[src/rtl/contador_botoes.sv]
`default_nettype none
// ============================================================================
// contador_botoes: two debounced pushbuttons driving a wrapping up/down counter
// Rev 1.0
// ============================================================================
module contador_botoes #(
   parameter int WIDTH           = 4,
   parameter int MAX_COUNT       = 15,
   parameter int DEBOUNCE_CYCLES = 500000
) (
   input  logic             clk,
   input  logic             rst,
   input  logic             btn_up,
   input  logic             btn_down,
   output logic [WIDTH-1:0] count,
   output logic             up_pulse,
   output logic             down_pulse,
   output logic             wrap
);

   localparam int DC_W = $clog2(DEBOUNCE_CYCLES);
   localparam logic [DC_W-1:0]  DC_LAST = DC_W'(DEBOUNCE_CYCLES - 1);
   localparam logic [WIDTH-1:0] MAX_VAL = WIDTH'(MAX_COUNT);

   generate
      if (MAX_COUNT < 0 || MAX_COUNT > (2 ** WIDTH) - 1) begin : g_bad_max_count
         $error("contador_botoes: MAX_COUNT does not fit in WIDTH bits");
      end
      if (DEBOUNCE_CYCLES < 2) begin : g_bad_debounce
         $error("contador_botoes: DEBOUNCE_CYCLES must be at least 2");
      end
   endgenerate

   // Index 0 is the up button, index 1 the down button.
   logic [1:0] raw;
   logic [1:0] press;

   assign raw = {btn_down, btn_up};

   generate
      for (genvar i = 0; i < 2; i++) begin : g_chan
         logic            sync1;
         logic            sync2;
         logic            st;
         logic [DC_W-1:0] dc;
         logic            accept;

         assign accept   = (sync2 != st) && (dc == DC_LAST);
         assign press[i] = accept && sync2;

         always_ff @(posedge clk) begin
            if (rst) begin
               sync1 <= 1'b0;
               sync2 <= 1'b0;
               st    <= 1'b0;
               dc    <= '0;
            end else begin
               sync1 <= raw[i];
               sync2 <= sync1;
               if (sync2 == st) begin
                  dc <= '0;
               end else if (accept) begin
                  st <= sync2;
                  dc <= '0;
               end else begin
                  dc <= dc + 1'b1;
               end
            end
         end
      end
   endgenerate

   logic [WIDTH-1:0] count_next;
   logic             wrap_next;

   always_comb begin
      count_next = count;
      wrap_next  = 1'b0;
      case (press)
         2'b01: begin
            if (count == MAX_VAL) begin
               count_next = '0;
               wrap_next  = 1'b1;
            end else begin
               count_next = count + 1'b1;
            end
         end
         2'b10: begin
            if (count == '0) begin
               count_next = MAX_VAL;
               wrap_next  = 1'b1;
            end else begin
               count_next = count - 1'b1;
            end
         end
         default: begin
            count_next = count;
            wrap_next  = 1'b0;
         end
      endcase
   end

   always_ff @(posedge clk) begin
      if (rst) begin
         count      <= '0;
         up_pulse   <= 1'b0;
         down_pulse <= 1'b0;
         wrap       <= 1'b0;
      end else begin
         count      <= count_next;
         up_pulse   <= press[0];
         down_pulse <= press[1];
         wrap       <= wrap_next;
      end
   end

endmodule
`default_nettype wire

[config.mk]
export PLATFORM = sky130hd
export DESIGN_NAME = contador_botoes
export DESIGN_NICKNAME = d
export VERILOG_FILES = /design/src/rtl/contador_botoes.sv
export SDC_FILE = /design/constraint.sdc
export NUM_CORES = 1
export LEC_CHECK = 0
export CORE_ASPECT_RATIO = 1.4
export CORE_MARGIN = 1
export CORE_UTILIZATION = 60
export CTS_CLUSTER_SIZE = 20
export DETAILED_ROUTE_END_ITERATION = 6
export GPL_TIMING_DRIVEN = 0
export PLACE_DENSITY = 0.91
export SYNTH_ARGS = -nofsm -noshare
export SYNTH_HDL_FRONTEND = slang
export SYNTH_SLANG_ARGS = --single-unit
[constraint.sdc]
create_clock -name clk -period 3.6 [get_ports clk]
set_input_delay 0.72 -clock clk [delete_from_list [all_inputs] [get_ports clk]]
set_output_delay 0.72 -clock clk [all_outputs]
set_load 0.005 [all_outputs]
### After elaboration in Yosys (flattened, before gate mapping)

Index checks and enable logic that the tools add are counted.
Widths: inputs -> output; s select.

* register bits: 51
* input port bits: 4
* output and inout port bits: 7
* word-level logic and storage cells: 43

* add/sub/neg operators: 4
* eq/ne operators: 9
* multiplexer cells: 6
* bitwise operators: 2
* reduce and logical (&&, ||, !) cells: 10

Operators by type and width (number)
* $add 19x1->19 const B: 2
* $eq 19x19->1 const B: 2
* $mux 4: 2
* $pmux 4 s2: 1
* $reduce_or 3->1: 2
* $add 4x1->4 const B: 1
* $eq 4x4->1 const B: 1
* $logic_and 1x1->1: 4
* $logic_not 4->1: 1
* $reduce_and 2->1: 2
* $sub 4x1->4 const B: 1
* $eq 1x1->1: 2
* $eq 2x1->1 const B: 1
* $eq 2x2->1 const B: 1
* $mux 1: 2
* $ne 1x1->1: 2
* $not 1->1: 2
* $pmux 1 s2: 1
* $reduce_bool 2->1: 1

### Logic depth before layout (Yosys ltp)

* depth after elaboration: 5
* depth in mapped cells: 10
* mapped depth without buffers: 10

### Worst setup path before layout

OpenSTA, ideal clock, no wires.

* path type: register to register
* from: reg g_chan[1].dc[0]
* to: reg count[0]
* library setup time: 71 ps
* data arrival time: 2206 ps
* path slack: 1324 ps
* cell stages (with the launch flop): 10
* buffers on the path: 0
* clock period less this slack: 2276 ps
* path through: dfxtp_1 -> ha_1 -> nand4_1 -> nor3_1 -> nand4b_1 -> inv_1 -> ha_1 -> nand3_1 -> a221o_1 -> a21oi_1

* word-level cells in the longest chain between the ends: 5
* elaborated cells between the ends (all ways): 7
* those cells by class: eq/ne (3); mux (1); reduce/logical (3)

Ends and longest elaborated chain
* start: declaration: line 45 `logic [DC_W-1:0] dc;`
* start signal: assignment: line 66 `dc <= dc + 1'b1;`
* $eq 19x19->1 (*): line 48 `assign accept = (sync2 != st) && (dc == DC_LAST);`
* $logic_and 1x1->1 (*): line 48
* $logic_and 1x1->1 (*): line 49 `assign press[i] = accept && sync2;`
* net press[1]: line 36 `logic [1:0] press;`
* $eq 2x2->1 / $eq 2x1->1 (equally long branches): line 79 `case (press)`
* $pmux 4 s2 / $reduce_bool 2->1 (equally long branches)
* end signal: assignment: line 110 `count <= count_next;`
* end: declaration: line 15 `output logic [WIDTH-1:0] count,`

Mark *: on every way through the listed nets, which the timed path passes. The rest lies on a longest branch.
A chain may end at the register's enable or synchronous reset.

### Worst setup path after layout

* from: reg g_chan[1].dc[0]
* to: reg count[3]

Same word-level chain as after synthesis.

==> run metrics <==
status=completed; Overall Global Routing Usage=23.06%; leakage power=0.7780 nW; crit-path max FO=7; Worst-Margin Slew=approximately 440 ps; Clock Skew=~8.1 ps; Worst path slowest cell=dfxtp_1; CP required=3840 ps; layout cells sized above 1=10.84%; vias in the first global route=1849; hold_sp=g_chan[0].sync1; Worst setup SP type=flop; Post-Synthesis Mean Instance Area=8.945 sq um; dpl cells=between 300 and 400; final cell count without fillers=328; FP Rows=26; Finished Cell Area=~2700 sq um; Die Y=76.79 microns; worst skew pair latency=approximately 300 ps; core area=about 3700 sq um; setup tns final=0 ps; largest net degree at the start of global routing=16; fmax=about 0.36 GHz; unrepaired setup endpoints after global routing=false; Setup crit end kind=flop; starting density of the core=64.08%; clk root buf=clkbuf_8; total of max-cap violations=0; I/O Buffers=10; HP Class=flop to flop; Unique masters post-synth=38; Final setup viols=0; CTS Buf Count=5; Crit Path Class=flop to flop; slowest stage delay, CP=410 ps; combinational share of power=around 1.7%; grt ovf=0; DRT iter0 DRCs=roughly 110; switch share=20.49%; GPL Wtd Cong=0.8695; fin nets=approximately 300; die area=about 4300 sq um; clock-pin slew on the worst setup and hold paths=approximately 90 ps; initial antenna violation count=0; YS warnings=0; CTS Hold Buffers Added=0; period utilisation layout=between 70% and 80%; hold path endpoint=g_chan[0].sync2; final hold violation count=0; clock buffer depth=2; Cell Int Power=0.7484 mW; min Tclk post-route=about 2700 ps; antenna-violating nets left=0; CTS tree=built; relative slew slack=between 70% and 80%; Setup Buffers After CTS=0; Vias=1923; final wirelength=around 4.4 mm; die width=between 50 and 60 microns; maximum VDD drop=about 0.00028 V; FF-to-FF Start=g_chan[1].dc[0]; Clock Power Share=38.0%; DR WL/cell=13.53 microns; global-route wire length before repair=between 7 and 8 mm; fin. max-slew vios=0; Max H-tree Level=2; Syn-to-layout area delta=10.70%; Arrival @ worst endpoint=2980 ps; flops & latches, synth=between 50 and 60; PD cells=about 350 nW/um^2; Post-Syn Instances=268; # clock sinks=between 50 and 60; sequential fraction of the synthesis area=between 40% and 50%; Ant. Diodes=0; flop-to-flop setup slack=around 860 ps; reg-to-reg endpoint=count[3]; syn_nets=~280; register share of total power=about three fifths; placed cell area=2550 sq um; dpl hpwl=~3.1 mm; vias per cell=approximately 5.9; Synth Cell Area=2397 sq um; DR DRC count=0; Net Switching=between 0.15 and 0.2 mW; Ports=11; reg2reg path depth=10; worst path cell trace=ha_1, nand4_1, nor3_1, nand4b_1, inv_1, ha_1, inv_1, o31a_1, a221o_1, a21oi_1; hold path cells=1; DRT Pass-1 Iters=4; CTS resizes=0
## power groups by stage
stage / registers (mW) / clock network [mW] / logic (mW)
6_report: 0.568 / 0.357 / 0.0160
3_5_place_dp: 0.581 / 0 / 0.0160
2_1_floorplan: 0.581 / 0 / 0.00970
5_1_grt: 0.569 / 0.387 / 0.0175
4_1_cts: 0.568 / 0.364 / 0.0162
3_3_place_gp: 0.581 / 0 / 0.0160
## through the flow
step	utilization [%]	setup WS [ps]	total power [mW]	hold WS [ps]
3_5_place_dp	68.16	940.5	0.5974	424.7
5_1_grt	70.94	644.7	0.9734	481.4
2_1_floorplan	-	1324	0.5907	413.8
4_1_cts	70.94	869.4	0.9489	446.4
6_report	70.94	859.9	0.9414	457.3
3_3_place_gp	68.16	987.8	0.5974	420.4
## cells in the mapped netlist (all sizes together)
| master | count | area share [%] |
|---|---|---|
| dfxtp | 51 | 43 |
| nor2 | 43 | 7.8 |
| xnor2 | 20 | 7.3 |
| nand3 | 17 | 3.5 |
| nand2 | 15 | 2.3 |
| a21oi | 12 | 2.5 |
| inv | 11 | 1.7 |
| xor2 | 11 | 4.0 |
| nand4 | 10 | 2.6 |
| o21ai | 9 | 2.8 |
| nor4 | 8 | 2.1 |
| ha | 7 | 3.7 |
| nor3 | 7 | 1.5 |
| or4 | 7 | 2.5 |
| nor2b | 4 | 1.0 |
| or2 | 4 | 1.0 |
| clkbuf | 3 | 0.47 |
| o31ai | 3 | 0.94 |
| or3 | 3 | 0.78 |
| or4b | 3 | 1.3 |
| a211oi | 2 | 0.63 |
| a221o | 2 | 0.84 |
| and3 | 2 | 0.52 |
| and4 | 2 | 0.73 |
| buf | 2 | 1.1 |
| nand4b | 2 | 0.73 |
| or3b | 2 | 0.73 |
| a211o | 1 | 0.37 |
| mux2i | 1 | 0.42 |
| nand2b | 1 | 0.26 |
| nand4bb | 1 | 0.47 |
| o311ai | 1 | 0.37 |
| o31a | 1 | 0.37 |
## critical path, delay by kind of cell (launching register included)
family                     cells  cell delay (ps)
DFF                            1              410
adders and majority gates      2              520
buffers and inverters          2              220
and+or+nand+nor                3              940
AOI/OAI and AO/OA              3              580
## routing by layer
| metal | vias up | share of wire [%] | global-route usage [%] | routed length [microns] |
|---|---|---|---|---|
| met5 | - | 0 | 0 | 0 |
| met4 | 0 | 1.7 | 8.750 | 74 |
| met3 | 8 | 3.2 | 4.890 | 144 |
| met2 | 42 | 52 | 41.20 | 2329 |
| met1 | 890 | 43 | 26.50 | 1889 |
| li1 | 983 | - | - | - |
## how the worst max path moves through the flow
stage | from | endpoint | slack, ps | cells past startpoint
after CTS | g_chan[1].dc[0] | count[3] | 870 | 10
after floorplan | g_chan[1].dc[0] | count[0] | 1320 | 9
after detailed placement | g_chan[1].dc[0] | count[3] | 940 | 10
after global routing | g_chan[1].dc[0] | count[3] | 640 | 10
final | g_chan[1].dc[0] | count[3] | 860 | 10
after global placement | g_chan[1].dc[0] | count[0] | 990 | 9
## placed cells by master (no fill, tap or decap), types with 10 or more instances in the layout
cell type	instances
nor2_1	33
clkdlybuf4s50_1	10
inv_1	11
nor2_2	10
xor2_1	11
dfxtp_1	51
a21oi_1	12
nand2_1	15
xnor2_1	20
nand4_1	10
nand3_1	17
## final cells by class
| cell class | instances | area, sq um |
|---|---|---|
| inverter | 11 | 41.29 |
| clock buffer | 7 | 96.34 |
| clock inverter | 1 | 7.507 |
| fill | 261 | 1087 |
| sequential | 51 | 1021 |
| multi-input combinational | 201 | 1297 |
| timing repair buffer | 10 | 100.1 |
| tap | 42 | 52.55 |
| buffer | 5 | 37.54 |
## cell families (layout without fill, tap and decap cells)
logic type	after synthesis	after routing	share of synthesized area, %
buffers and inverters	16	34	3.288
XOR/XNOR	31	31	11.33
multiplexers	1	1	0.4176
adder cells (fa/ha/maj)	7	7	3.653
flip-flops	51	51	42.59
AO/OA/AOI/OAI	31	31	8.820
AND/OR/NAND/NOR	131	131	29.91
## state kept, by name, summed over array words and instances, names as in the netlist
name          cells
count             4
down_pulse        1
g_chan.dc        38
g_chan.st         2
g_chan.sync1      2
g_chan.sync2      2
up_pulse          1
wrap              1
Power figures use the tool's default switching activity.
